<file path="config.mk">
export PLATFORM = sky130hd
export DESIGN_NAME = io_slot_bridge
export DESIGN_NICKNAME = d
export VERILOG_FILES = /design/src/rtl/io_pkg.sv /design/src/rtl/io_irq_ctrl.sv /design/src/rtl/io_slot_bridge.sv
export SDC_FILE = /design/constraint.sdc
export NUM_CORES = 1
export LEC_CHECK = 0
export BUFFER_PORTS_ARGS = -buffer_cell sky130_fd_sc_hd__buf_2
export CORE_AREA = 2 2 507 509
export DETAILED_ROUTE_END_ITERATION = 16
export DIE_AREA = 0 0 509 511
export HOLD_SLACK_MARGIN = 0.02
export SLEW_MARGIN = 20
export SYNTH_ARGS = -nofsm -noshare
export SYNTH_HDL_FRONTEND = slang
export SYNTH_SLANG_ARGS = --single-unit
</file>
<file path="constraint.sdc">
create_clock -name clk_i -period 2.7 [get_ports clk_i]
set_clock_uncertainty 0.1 [all_clocks]
set_input_delay 0.405 -clock clk_i [delete_from_list [all_inputs] [get_ports clk_i]]
set_output_delay 0.405 -clock clk_i [all_outputs]
set_load 0.02 [all_outputs]
</file>
<file path="src/rtl/io_pkg.sv">
// Shared definitions for the I/O slot bridge.
// Holds the bridge FSM state type, the interrupt-controller register offsets,
// the read data returned on errored accesses and bus-address field helpers.
package io_pkg;

  typedef enum logic [1:0] {StIdle, StAccess, StWait, StDone} io_state_e;

  // Register offsets inside the interrupt-controller slot.
  localparam int unsigned IrqStatusReg = 0;
  localparam int unsigned IrqMaskReg   = 1;
  localparam int unsigned IrqRawReg    = 2;

  // Read data returned by errored or timed-out accesses.
  localparam logic [63:0] ErrRdData = '0;

  // Byte-address bits [1:0] are ignored; the register field starts at bit 2.
  localparam int unsigned RegLsb = 2;

  function automatic int unsigned slot_lsb(input int unsigned reg_w);
    return RegLsb + reg_w;
  endfunction

  // One extra index is always reserved so the top index is never a real slot.
  function automatic int unsigned slot_w(input int unsigned num_slots);
    return $clog2(num_slots + 1);
  endfunction

endpackage

</file>
<file path="src/rtl/io_irq_ctrl.sv">
// Interrupt controller living at the reserved top slot index of io_slot_bridge.
// Registers: IRQ_STATUS (RO, slot_irq & mask), IRQ_MASK (RW), IRQ_RAW (RO).
// Other offsets read 0 and ignore writes.
// Ports:
//   clk_i, rst_ni      clock, async active-low reset
//   slot_irq_i         level interrupts from the slots
//   wr_en_i            one-cycle write strobe for the addressed register
//   reg_addr_i         register offset
//   wr_data_i          write data
//   rd_data_o          combinational read data for reg_addr_i
//   irq_o              registered OR of the unmasked interrupts
module io_irq_ctrl
  import io_pkg::*;
#(
  parameter int unsigned NUM_SLOTS = 16,
  parameter int unsigned REG_W     = 5,
  parameter int unsigned DATA_W    = 32
) (
  input  logic                 clk_i,
  input  logic                 rst_ni,
  input  logic [NUM_SLOTS-1:0] slot_irq_i,
  input  logic                 wr_en_i,
  input  logic [REG_W-1:0]     reg_addr_i,
  input  logic [DATA_W-1:0]    wr_data_i,
  output logic [DATA_W-1:0]    rd_data_o,
  output logic                 irq_o
);

  logic [NUM_SLOTS-1:0] mask_q, mask_d;
  logic                 irq_q, irq_d;
  logic [NUM_SLOTS-1:0] status;

  // Only the low NUM_SLOTS bits of the write data reach the mask.
  logic unused_wdata;
  assign unused_wdata = ^wr_data_i;

  assign status = slot_irq_i & mask_q;

  always_comb begin
    mask_d = mask_q;
    if (wr_en_i && (reg_addr_i == REG_W'(IrqMaskReg))) begin
      mask_d = NUM_SLOTS'(wr_data_i);
    end
    irq_d = |status;
  end

  always_comb begin
    rd_data_o = '0;
    case (reg_addr_i)
      REG_W'(IrqStatusReg): rd_data_o = DATA_W'(status);
      REG_W'(IrqMaskReg):   rd_data_o = DATA_W'(mask_q);
      REG_W'(IrqRawReg):    rd_data_o = DATA_W'(slot_irq_i);
      default:              rd_data_o = '0;
    endcase
  end

  always_ff @(posedge clk_i or negedge rst_ni) begin
    if (!rst_ni) begin
      mask_q <= '0;
      irq_q  <= 1'b0;
    end else begin
      mask_q <= mask_d;
      irq_q  <= irq_d;
    end
  end

  assign irq_o = irq_q;

endmodule

</file>
<file path="src/rtl/io_slot_bridge.sv">
// Handshaked MMIO bridge decoding CPU bus accesses into NUM_SLOTS peripheral slots.
// Each access strobes the addressed slot for one cycle, waits for its slot_ready (bounded
// by TIMEOUT_CYCLES, 0 = no timeout) and returns a one-cycle bus_ready with bus_err.
// Optional feature macro: IO_IRQ_EN maps the top slot index onto an interrupt controller
// and drives irq; without it irq is 0 and that index errors like any unmapped slot.
// Ports:
//   clk_i, rst_ni                      clock, async active-low reset
//   bus_cs_i/bus_wr_i/bus_rd_i         request qualifiers (wr wins when both set)
//   bus_addr_i, bus_wr_data_i          byte address and write data
//   bus_rd_data_o, bus_ready_o, bus_err_o  completion (data held until next completion)
//   slot_cs_o/slot_rd_o/slot_wr_o      one-hot, one-cycle strobes
//   slot_reg_addr_o, slot_wr_data_o    latched address/data broadcast to all slots
//   slot_rd_data_i, slot_ready_i       per-slot response
//   slot_irq_i, irq_o                  slot interrupts and aggregated interrupt
module io_slot_bridge
  import io_pkg::*;
#(
  parameter int unsigned NUM_SLOTS      = 16,
  parameter int unsigned REG_W          = 5,
  parameter int unsigned DATA_W         = 32,
  parameter int unsigned TIMEOUT_CYCLES = 255
) (
  input  logic                          clk_i,
  input  logic                          rst_ni,
  input  logic                          bus_cs_i,
  input  logic                          bus_wr_i,
  input  logic                          bus_rd_i,
  input  logic [31:0]                   bus_addr_i,
  input  logic [DATA_W-1:0]             bus_wr_data_i,
  output logic [DATA_W-1:0]             bus_rd_data_o,
  output logic                          bus_ready_o,
  output logic                          bus_err_o,
  output logic [NUM_SLOTS-1:0]          slot_cs_o,
  output logic [NUM_SLOTS-1:0]          slot_rd_o,
  output logic [NUM_SLOTS-1:0]          slot_wr_o,
  output logic [NUM_SLOTS*REG_W-1:0]    slot_reg_addr_o,
  output logic [NUM_SLOTS*DATA_W-1:0]   slot_wr_data_o,
  input  logic [NUM_SLOTS*DATA_W-1:0]   slot_rd_data_i,
  input  logic [NUM_SLOTS-1:0]          slot_ready_i,
  input  logic [NUM_SLOTS-1:0]          slot_irq_i,
  output logic                          irq_o
);

  localparam int unsigned SLOT_W  = slot_w(NUM_SLOTS);
  localparam int unsigned SlotLsb = slot_lsb(REG_W);
  localparam int unsigned SlotMsb = SlotLsb + SLOT_W - 1;
  localparam int unsigned CntW    = $clog2(TIMEOUT_CYCLES + 2);
  localparam logic [CntW-1:0] TimeoutCnt = CntW'(TIMEOUT_CYCLES);

  io_state_e           state_q, state_d;
  logic [SLOT_W-1:0]   slot_q, slot_d;
  logic [REG_W-1:0]    reg_q, reg_d;
  logic [DATA_W-1:0]   wdata_q, wdata_d;
  logic                wr_q, wr_d;
  logic [CntW-1:0]     cnt_q, cnt_d;
  logic                err_q, err_d;
  logic [DATA_W-1:0]   rdata_q, rdata_d;

  logic [NUM_SLOTS-1:0] slot_oh;
  logic                 slot_hit;
  logic                 ready_sel;
  logic [DATA_W-1:0]    rd_sel;
  logic                 is_ctrl;
  logic [DATA_W-1:0]    ctrl_rdata;
  logic                 req;
  logic                 strobe;

  logic unused_addr;
  assign unused_addr = ^{bus_addr_i[31:SlotMsb+1], bus_addr_i[1:0]};

  assign req = bus_cs_i & (bus_rd_i | bus_wr_i);

  // Indices >= NUM_SLOTS decode to an all-zero vector, so they never strobe or
  // see a ready.
  always_comb begin
    slot_oh = '0;
    for (int unsigned i = 0; i < NUM_SLOTS; i++) begin
      if (slot_q == SLOT_W'(i)) slot_oh[i] = 1'b1;
    end
  end

  assign slot_hit  = |slot_oh;
  assign ready_sel = |(slot_ready_i & slot_oh);

  always_comb begin
    rd_sel = '0;
    for (int unsigned i = 0; i < NUM_SLOTS; i++) begin
      rd_sel = rd_sel | (slot_rd_data_i[i*DATA_W +: DATA_W] & {DATA_W{slot_oh[i]}});
    end
  end

  always_comb begin
    state_d = state_q;
    slot_d  = slot_q;
    reg_d   = reg_q;
    wdata_d = wdata_q;
    wr_d    = wr_q;
    cnt_d   = cnt_q;
    err_d   = err_q;
    rdata_d = rdata_q;
    unique case (state_q)
      StIdle: begin
        if (req) begin
          slot_d  = bus_addr_i[SlotMsb:SlotLsb];
          reg_d   = bus_addr_i[SlotLsb-1:RegLsb];
          wdata_d = bus_wr_data_i;
          wr_d    = bus_wr_i;
          err_d   = 1'b0;
          cnt_d   = '0;
          state_d = StAccess;
        end
      end
      StAccess: begin
        cnt_d = CntW'(1);
        if (is_ctrl) begin
          rdata_d = wr_q ? '0 : ctrl_rdata;
          state_d = StDone;
        end else if (!slot_hit) begin
          err_d   = 1'b1;
          rdata_d = DATA_W'(ErrRdData);
          state_d = StDone;
        end else if (ready_sel) begin
          rdata_d = wr_q ? '0 : rd_sel;
          state_d = StDone;
        end else begin
          state_d = StWait;
        end
      end
      StWait: begin
        // A ready arriving on the timeout cycle still completes cleanly.
        if (ready_sel) begin
          rdata_d = wr_q ? '0 : rd_sel;
          state_d = StDone;
        end else if (TIMEOUT_CYCLES != 0) begin
          if (cnt_q == TimeoutCnt) begin
            err_d   = 1'b1;
            rdata_d = DATA_W'(ErrRdData);
            state_d = StDone;
          end else begin
            cnt_d = cnt_q + CntW'(1);
          end
        end
      end
      StDone: begin
        state_d = StIdle;
      end
      default: state_d = StIdle;
    endcase
  end

  always_ff @(posedge clk_i or negedge rst_ni) begin
    if (!rst_ni) begin
      state_q <= StIdle;
      slot_q  <= '0;
      reg_q   <= '0;
      wdata_q <= '0;
      wr_q    <= 1'b0;
      cnt_q   <= '0;
      err_q   <= 1'b0;
      rdata_q <= '0;
    end else begin
      state_q <= state_d;
      slot_q  <= slot_d;
      reg_q   <= reg_d;
      wdata_q <= wdata_d;
      wr_q    <= wr_d;
      cnt_q   <= cnt_d;
      err_q   <= err_d;
      rdata_q <= rdata_d;
    end
  end

  assign strobe = (state_q == StAccess);

  assign slot_cs_o       = strobe ? slot_oh : '0;
  assign slot_rd_o       = (strobe && !wr_q) ? slot_oh : '0;
  assign slot_wr_o       = (strobe && wr_q) ? slot_oh : '0;
  assign slot_reg_addr_o = {NUM_SLOTS{reg_q}};
  assign slot_wr_data_o  = {NUM_SLOTS{wdata_q}};

  assign bus_ready_o   = (state_q == StDone);
  assign bus_err_o     = bus_ready_o & err_q;
  assign bus_rd_data_o = rdata_q;

`ifdef IO_IRQ_EN
  localparam logic [SLOT_W-1:0] CtrlSlot = '1;

  assign is_ctrl = (slot_q == CtrlSlot);

  io_irq_ctrl #(
    .NUM_SLOTS (NUM_SLOTS),
    .REG_W     (REG_W),
    .DATA_W    (DATA_W)
  ) u_irq_ctrl (
    .clk_i      (clk_i),
    .rst_ni     (rst_ni),
    .slot_irq_i (slot_irq_i),
    .wr_en_i    (strobe && is_ctrl && wr_q),
    .reg_addr_i (reg_q),
    .wr_data_i  (wdata_q),
    .rd_data_o  (ctrl_rdata),
    .irq_o      (irq_o)
  );
`else
  logic unused_irq;
  assign unused_irq = ^slot_irq_i;
  assign is_ctrl    = 1'b0;
  assign ctrl_rdata = '0;
  assign irq_o      = 1'b0;
`endif

endmodule

</file>
**Word level (Yosys, flattened, before mapping)**

Index checks and enable logic that the tools add are counted.

- Output and inout bits: 675
- Flip-flop bits (word level): 87
- Bits in read-only memories: 0
- Latch bits: 0
- Bits of input ports: 613
- Memories kept: 0
- Logic and storage cells: 124
- RAM bits: 0

- Equal/unequal tests: 26
- Div/mod/pow operators: 0
- $lt $le $gt $ge: 0
- Multiplexer cells: 40
- Shift-type cells: 0
- $add $sub $neg: 1
- Bitwise gates (word level): 35
- Reduce and logical (&&, ||, !) cells: 14
- $mul: 0

Operators by type and width:

| operator | count |
|---|---|
| 32-bit bitwise AND | 16 |
| 32-bit OR | 15 |
| 32-bit 2-to-1 mux | 5 |
| 32-bit case mux with 2 select lines | 1 |
| 16-bit 2-to-1 mux | 3 |
| 5-bit by 4-bit == test with 1-bit output (second input constant) | 8 |
| 16-bit OR reduction | 2 |
| 9-bit 2-to-1 mux | 3 |
| 9-bit case mux with 3 select lines | 1 |
| 1-bit 2-to-1 mux | 22 |
| 5-bit by 3-bit == test with 1-bit output (second input constant) | 4 |
| 16-bit bitwise AND | 1 |
| 5-bit by 2-bit == test with 1-bit output (second input constant) | 2 |
| 2-bit != test (second input constant) | 5 |
| 9-bit by 1-bit adder with 9-bit output (second input constant) | 1 |
| 9-bit by 8-bit == test with 1-bit output (second input constant) | 1 |
| 2-bit case mux with 4 select lines | 1 |
| 2-bit 2-to-1 mux | 3 |
| 3-bit != test (second input constant) | 2 |
| 5-bit by 1-bit == test with 1-bit output (second input constant) | 1 |
| 5-bit zero test | 1 |
| 5-bit AND reduction | 1 |
| 2-bit == test (second input constant) | 2 |
| 2-bit AND reduction | 2 |
| 11 further kinds | 13 |

**Logic depth before layout (Yosys ltp)**

Gate-level depths: netlist (run 1).

- Word-level depth: 22
- Mapped depth: 10

**Worst setup path before layout (run 1)**

No wires, ideal clock.

- Kind: reg2out
- Start: register state_q[1]
- End: output port slot_rd_o[13]
- Stages on the path, launching flop included: 7
- Arrival: 1.927 ns
- Required time: 2.195 ns
- Setup slack: 0.268 ns
- Path through: dfrtp_1 -> inv_1 -> ha_1 -> nor2b_1 -> nand3_1 -> clkbuf_1 -> nor3_1

- Longest elaborated chain between the ends: 3

RTL lines:

| what | line | text |
|---|---|---|
| from (decl) | io_slot_bridge.sv:50 | `io_state_e state_q, state_d;` |
| from (signal assigned) | io_slot_bridge.sv:153 | `state_q <= StIdle;` |
| from (signal assigned) | io_slot_bridge.sv:162 | `state_q <= state_d;` |
| 2-bit by 1-bit == test with 1-bit output | io_slot_bridge.sv:173 | `assign strobe = (state_q == StAccess);` |
| 1-bit logical AND | io_slot_bridge.sv:176 | `assign slot_rd_o = (strobe && !wr_q) ? slot_oh : '0;` |
| 16-bit 2-to-1 mux | io_slot_bridge.sv:176 |  |
| to (decl) | io_slot_bridge.sv:34 | `output logic [NUM_SLOTS-1:0] slot_rd_o,` |

Every way passes these cells.

**Final worst setup path (run 1)**

- Start: register slot_q[2]
- End: register rdata_q[14], in the netlist bus_rd_data_o[14]

- Longest elaborated chain between the ends: 22

RTL lines:

| what | line | text |
|---|---|---|
| from (decl) | io_slot_bridge.sv:51 | `logic [SLOT_W-1:0] slot_q, slot_d;` |
| from (signal assigned) | io_slot_bridge.sv:163 | `slot_q <= slot_d;` |
| 5-bit by 1-bit == test with 1-bit output / 5-bit zero test (equally long branches) | io_slot_bridge.sv:78 | `if (slot_q == SLOT_W'(i)) slot_oh[i] = 1'b1;` |
| 1-bit 2-to-1 mux | io_slot_bridge.sv:78 |  |
| 32-bit bitwise AND | io_slot_bridge.sv:88 | `rd_sel = rd_sel \| (slot_rd_data_i[i*DATA_W +: DATA_W] & {DATA_W{slot_oh[i]}});` |
| 32-bit OR (15 in series) | io_slot_bridge.sv:88 |  |
| 32-bit 2-to-1 mux | io_slot_bridge.sv:123, io_slot_bridge.sv:132 |  |
| 32-bit 2-to-1 mux | io_slot_bridge.sv:122 | `end else if (ready_sel) begin` |
| 32-bit 2-to-1 mux | io_slot_bridge.sv:118 | `end else if (!slot_hit) begin` |
| 32-bit case mux with 2 select lines | io_slot_bridge.sv:101 | `unique case (state_q)` |
| to (signal assigned) | io_slot_bridge.sv:169 | `rdata_q <= rdata_d;` |
| to (decl) | io_slot_bridge.sv:57 | `logic [DATA_W-1:0] rdata_q, rdata_d;` |

Several ways; a longest one is shown, not always the timed one. The select of a mux whose other input is x is not followed.
A chain may end at the register's enable or synchronous reset.

==> impl_metrics.ini, run 1 <==
[power_and_ir_drop]
p_switching_uw = 16900
swShare_pct = 63.7
seqPwrFrac_pct = 15.4
p_per_area_nw_per_um2 = 1250
p_int_uw = 9620
peakVddDrop_uv = 748
pwr-share-clk_pct = 6.4
combPwrFrac_pct = 78.2
leakagePower_uw = 0.00964

[setup_path]
endpoint_kind = flop
r2r_setup_slack_ps = 20
path_max_fanout = 12
worstRegToRegCells = 9
critPathLaunchType = flop
crit_path_start = slot_q[2]
crit_end = bus_rd_data_o[14]
cp.required_ps = 2990
reg2reg_to = bus_rd_data_o[14]
crit_type = flop to flop
reg2reg_from = slot_q[2]
critPathArrivalTime_ps = 2970

[min_path]
hold_path_class = primary input to flop

[sta]
fin_ws_ps = 23.7
fin_crit_sh_pct = 99.1
relSlewSlack_pct = 30.5
grt_setup_unrepaired = yes
holdWs_ps = 111
clock.fmax_mhz = 374
finalHoldViolCount = 0
setup_viol_count_final = 0
worstMarginPinSlew_ps = 1040
post-route-min-period_ps = 2680
drv_slew = 0
tns_ps = 0

[clock_tree]
cts_buffers = 9
htreeDepth = 3
clkLatencyLatePin_ps = 480
cts_tree = built
clock_sinks = 87
path_clk_slew_ps = 90
clock_path_buffers = 2
root_buffer = clkbuf_16

[global_routing]
grt_max_degree = 42
grt_pass1_wl_um = 166000
overflow = 0
grt.met2_usage_pct = 20.1
grt_use_met3_pct = 3.53
busiest_layer = met2
grtUsageTotal_pct = 10.4
grt_pass1_vias = 13100
use_met1_pct = 9.76
antenna_found_initial = 150

[placement]
gp_congestion = 0.922
io_buffers = 1248
dp_hpwl_um = 124000
pre_cts_slack_ps = -195
dpl.cell_count = 5608

[synth]
yosys.cell_types.count = 58
syn_avg_cell_area_um2 = 8.01
seq_area_frac_synth_pct = 18.9
synth_area_leaders = buf_4, dfrtp_1, a22oi_1, mux2_2, nand2_1
syn_inst = 1438
synth_top_cell_by_area = buf_4
synth_nets = 2057
ys_ff_latch = 87
syn_area_um2 = 11500
synth_edf_count = 0
synthArstFlopShare_pct = 100
yosysWarnings = 0
synth_top_area_share_pct = 36.2
synth_ff_type = dfrtp_1

[cells_and_area]
multi_input_area_um2 = 5100
nets = 2926
fillerInstances = 30000
drive_above_1_share_pct = 70.4
finish.utilization_pct = 8.32
area_growth_pct = 84.3
seq_area_um2 = 2180
finalNonFillerCells = 5809

[run_status]
status = finished clean

[detailed_routing]
post_drt_wl_per_cell_um = 24.4
vias = 15500
drc = 0
final_antenna_net_count = 0
routed_wl_um = 141000
viasPerCell = 2.68
drt_iter0_markers = 1406
firstDrtPassIters = 5

[floorplanning]
initial_core_util_pct = 4.51
rows = 186
core_um2 = 255000
dieWidth_um = 509
io_pins = 1288
die_y_um = 511
dieArea_um2 = 260000

[run]
cap_viol_max_count = 0
cells by family after synthesis:
family / after synthesis / synth area share [%]
AO/OA/AOI/OAI: 329 / 23.1
buffers and inverters: 679 / 40.6
flip-flops: 87 / 18.9
other: 1 / 0.0326
adder cells (fa/ha/maj): 6 / 0.652
AND/OR/NAND/NOR: 288 / 12.1
multiplexers: 48 / 4.64
how the worst min path moves through the flow:
| stage | start | to | slack, ps | cells after the start |
|---|---|---|---|---|
| 6_report | bus_addr_i[7] | slot_q[0] | 110 | 2 |
| 3_5_place_dp | rst_ni | state_q[0] | 300 | 1 |
| 5_1_grt | bus_addr_i[7] | slot_q[0] | 60 | 2 |
| 3_3_place_gp | rst_ni | state_q[0] | 300 | 1 |
| 2_1_floorplan | rst_ni | bus_rd_data_o[0] | 9 | 0 |
| 4_1_cts | bus_addr_i[7] | slot_q[0] | 20 | 2 |
power groups by stage:
stage	Clock, µW	Sequential [µW]	Combinational [µW]
5_1_grt	1910	4100	22000
3_5_place_dp	0	4010	20200
6_report	1700	4070	20700
2_1_floorplan	0	3720	15500
3_3_place_gp	0	3960	20100
4_1_cts	1950	3970	20700
Yosys cell counts (all sizes together) (9+ instances only):
cell and count:
a22oi 259, nor2 33, nand2 131, buf 575, nand3 9, dfrtp 87, nor4 34, inv 39
mux2 43, nor3 40, clkbuf 64, o22ai 32
worst max-delay path: stages, from the launching register on:
cell,delay [ps]
dfrtp_2,460
buf_4,180
nor2b_1,150
a22oi_1,290
a2bb2oi_2,260
nand2_2,120
o32a_4,390
buf_16,170
clkbuf_16,240
o22ai_2,140
state kept, by name (all words and copies together), names as in the netlist:
name / cells
cnt_q: 9
wdata_q: 32
reg_q: 5
bus_rd_data_o: 32
wr_q: 1
state_q: 2
err_q: 1
slot_q: 5
final cells by class:
type | instances | share of cell area, %
diodes | 113 | 1.33
clock buffers | 9 | 1.06
clock inverters | 7 | 0.354
inverters | 40 | 0.707
multi-input cells | 672 | 24.0
flip-flops and latches | 87 | 10.3
well taps | 3384 | 19.9
repair buffers | 1497 | 42.3
placed cells by master, fill, tap and decap left out, types with 4 or more instances in the layout:
cell / instances
buf_2: 1230
a22oi_1: 246
buf_4: 166
nand2_1: 127
diode_2: 113
dfrtp_1: 83
buf_12: 50
mux2_2: 43
dlygate4sd3_1: 42
inv_1: 38
o22ai_2: 30
nor4_1: 25
nor3_1: 21
nor2_1: 21
a22oi_2: 13
nor2_4: 12
nor3_2: 11
clkbuf_16: 10
nor4_2: 8
nor3_4: 8
nand3_1: 8
nand4_1: 6
or4_1: 6
a21oi_1: 6
buf_6: 6
nand2b_1: 5
ha_1: 5
a2bb2oi_1: 4
o21ai_1: 4
dfrtp_2: 4
through the flow:
step                power [µW]  area (µm²)
floorplan                19200       11500
global placement         24100       19500
detailed placement       24200       19500
CTS                      26600       20600
global route             28000       21200
finish                   26500       21200
per-layer routing:
layer  vias up  routed length (µm)
li1       6419                   -
met1      7392               44800
met2      1338               76200
met3       328               13300
met4        64                6740
met5         -                 424
what timing repair did:
item | in CTS | in global routing
hold buffers | 42 | 0
buffers inserted | 13 | 15
setup endpoints to repair | 42 | 57
pin swaps | 7 | 10
endpoints found under the hold margin | 80 | 0
cloned | 1 | 1
gates resized for setup | 39 | 37
(Power assumes the default switching activity.)
==> inputs of run 2 (changes only) <==
- SYNTH_HIERARCHICAL: not set -> 1
==> run 2 against run 1 <==
Effect of this change:
- critical path depth increased by 1
- clock power down 4%
- first-iteration DRC count grew 1.0%
- die area stayed put
- combinational power barely moved
- synthesized cell count is the same
- sequential share of layout area grew 0.29 points
- worst hold slack worse by 22 ps
- power shrank 2.3%
- routed wire length shrank 1.5%
- sequential power decreased by 11%
==> impl_metrics.ini, run 2 <==
[global_routing]
grt_pass1_vias = 13000
grtUsageTotal_pct = 10.2
antenna_found_initial = 149
grt_max_degree = 45
overflow = 0
grt_pass1_wl_um = 163000

[floorplanning]
dieWidth_um = 509
initial_core_util_pct = 4.51
io_pins = 1288
dieArea_um2 = 260000
die_y_um = 511
core_um2 = 255000
rows = 186

[synth]
synth_nets = 2057
synth_top_cell_by_area = buf_4
ys_top_cells_by_count = buf_4, a22oi_1, nand2_1
syn_area_um2 = 11500
synthArstFlopShare_pct = 100
synth_edf_count = 0
synth_top_area_share_pct = 36.2
ys_ff_latch = 87
syn_inst = 1438
yosys.cell_types.count = 58
syn_avg_cell_area_um2 = 8.01
yosysWarnings = 6
synth_ff_type = dfrtp_1
seq_area_frac_synth_pct = 18.9
yosysMostFrequentCell = buf_4
synth_area_leaders = buf_4, dfrtp_1, a22oi_1, mux2_2, nand2_1

[setup_path]
cp.required_ps = 2940
worstRegToRegCells = 10
endpoint_kind = flop
critPathLaunchType = flop
path_max_fanout = 24
crit_type = flop to flop
critPathArrivalTime_ps = 2870

[sta]
finalHoldViolCount = 0
fin_ws_ps = 65.8
holdWs_ps = 89.1
drv_slew = 0
post-route-min-period_ps = 2630
worstMarginPinSlew_ps = 1050
setup_viol_count_final = 0
fin_crit_sh_pct = 97.6
clock.fmax_mhz = 380
relSlewSlack_pct = 29.7

[cells_and_area]
final_cell_mix = buf_2, a22oi_1, buf_4
final_area_um2 = 20600
nets = 2864
final_common_cell = buf_2
drive_above_1_share_pct = 70.0
area_growth_pct = 78.8
fillerInstances = 30000

[clock_tree]
clock_sinks = 87
cts_tree = built
cts_buffers = 9
clock_path_buffers = 2
path_clk_slew_ps = 110
htreeDepth = 3
root_buffer = clkbuf_16
clkLatencyLatePin_ps = 450

[min_path]
hold_path_class = primary input to flop
min_path_cells = 2

[run]
cap_viol_max_count = 0

[run_status]
status = finished clean

[detailed_routing]
firstDrtPassIters = 6
viasPerCell = 2.66
final_antenna_net_count = 0
routed_wl_um = 139000
drt_iter0_markers = 1420
drc = 0
vias = 15300
post_drt_wl_per_cell_um = 24.2

[placement]
pre_cts_slack_ps = -305
gp_congestion = 0.900
postPlaceCellArea_um2 = 19500
io_buffers = 1248
dp_hpwl_um = 123000

[power_and_ir_drop]
total_power_uw = 25900
leakagePower_uw = 0.00929
p_per_area_nw_per_um2 = 1260
peakVddDrop_uv = 770
run 2: changes by cell type in the layout (fill, tap and decap cells not counted), sizes merged:
cell and change:
buf -33, dlygate4sd3 -27, diode +23, clkinv -2, inv +2, bufbuf -1, clkbuf -1
run 2: power by group:
group | internal [µW] | total, µW | switching, µW
combinational | 6620 | 20600 | 14000
clock | 662 | 1640 | 976
sequential | 1880 | 3630 | 1760
total | 9160 | 25900 | 16800
run 2: cells by family (layout without fill, tap and decap cells):
family / count (synthesis) / in the layout / synth area share, %
AO/OA/AOI/OAI: 329 / 329 / 23.1
adder cells (fa/ha/maj): 6 / 6 / 0.652
buffers and inverters: 679 / 1491 / 40.6
flip-flops: 87 / 87 / 18.9
multiplexers: 48 / 48 / 4.64
other: 1 / 137 / 0.0326
AND/OR/NAND/NOR: 288 / 288 / 12.1
run 2: final timing paths:
| path | from | endpoint | slack [ps] |
|---|---|---|---|
| max in group asynchronous | rst_ni | cnt_q[3] | 1370 |
| max | slot_q[1] | bus_rd_data_o[7] | 70 |
| min reg2reg | cnt_q[8] | cnt_q[8] | 410 |
| min in group asynchronous | rst_ni | bus_rd_data_o[5] | 410 |
| max reg2reg | slot_q[1] | bus_rd_data_o[7] | 70 |
| min | bus_wr_data_i[20] | wdata_q[20] | 90 |
run 2: what timing repair did:
item / CTS / global route
resized for setup: 26 / 20
endpoints found under the setup margin: 48 / 29
hold buffers: 15 / 0
setup buffers: 5 / 0
pin swaps: 3 / 6
endpoints found under the hold margin: 56 / 0
run 2: stage by stage:
| step | setup TNS, ps | instances | util (%) |
|---|---|---|---|
| after global placement | -1110 | 5598 | 7.64 |
| after CTS | -11.5 | 5635 | 7.89 |
| after detailed placement | -1130 | 5599 | 7.65 |
| after floorplan | 0 | 1438 | - |
| final | 0 | 5770 | 8.07 |
| after global routing | -1.10 | 5742 | 8.04 |
run 2: layer usage:
layer	GRT usage, %	vias up	routed length [µm]
li1	-	6312	-
met1	9.29	7279	42700
met2	19.3	1376	75500
met3	3.35	310	13200
met4	5.96	58	7630
met5	0	-	387
run 2: area by class of cell:
type / count / area [µm²] / share of cell area [%]
antenna: 136 / 340 / 1.65
clock buffer: 9 / 225 / 1.09
clock inverter: 7 / 70.1 / 0.340
inverter: 40 / 150 / 0.729
multi-input combinational: 672 / 5010 / 24.4
sequential: 87 / 2180 / 10.6
tap: 3384 / 4230 / 20.6
timing repair buffer: 1435 / 8380 / 40.7
run 2: critical path: stages (launching register included):
cell and delay, ps:
dfrtp_1 430, buf_4 160, or3b_2 300, buf_4 180, nor2_4 40, buf_12 160, a22oi_1 320, buf_4 170
nand2_1 110, nor4_1 340, o22ai_2 90
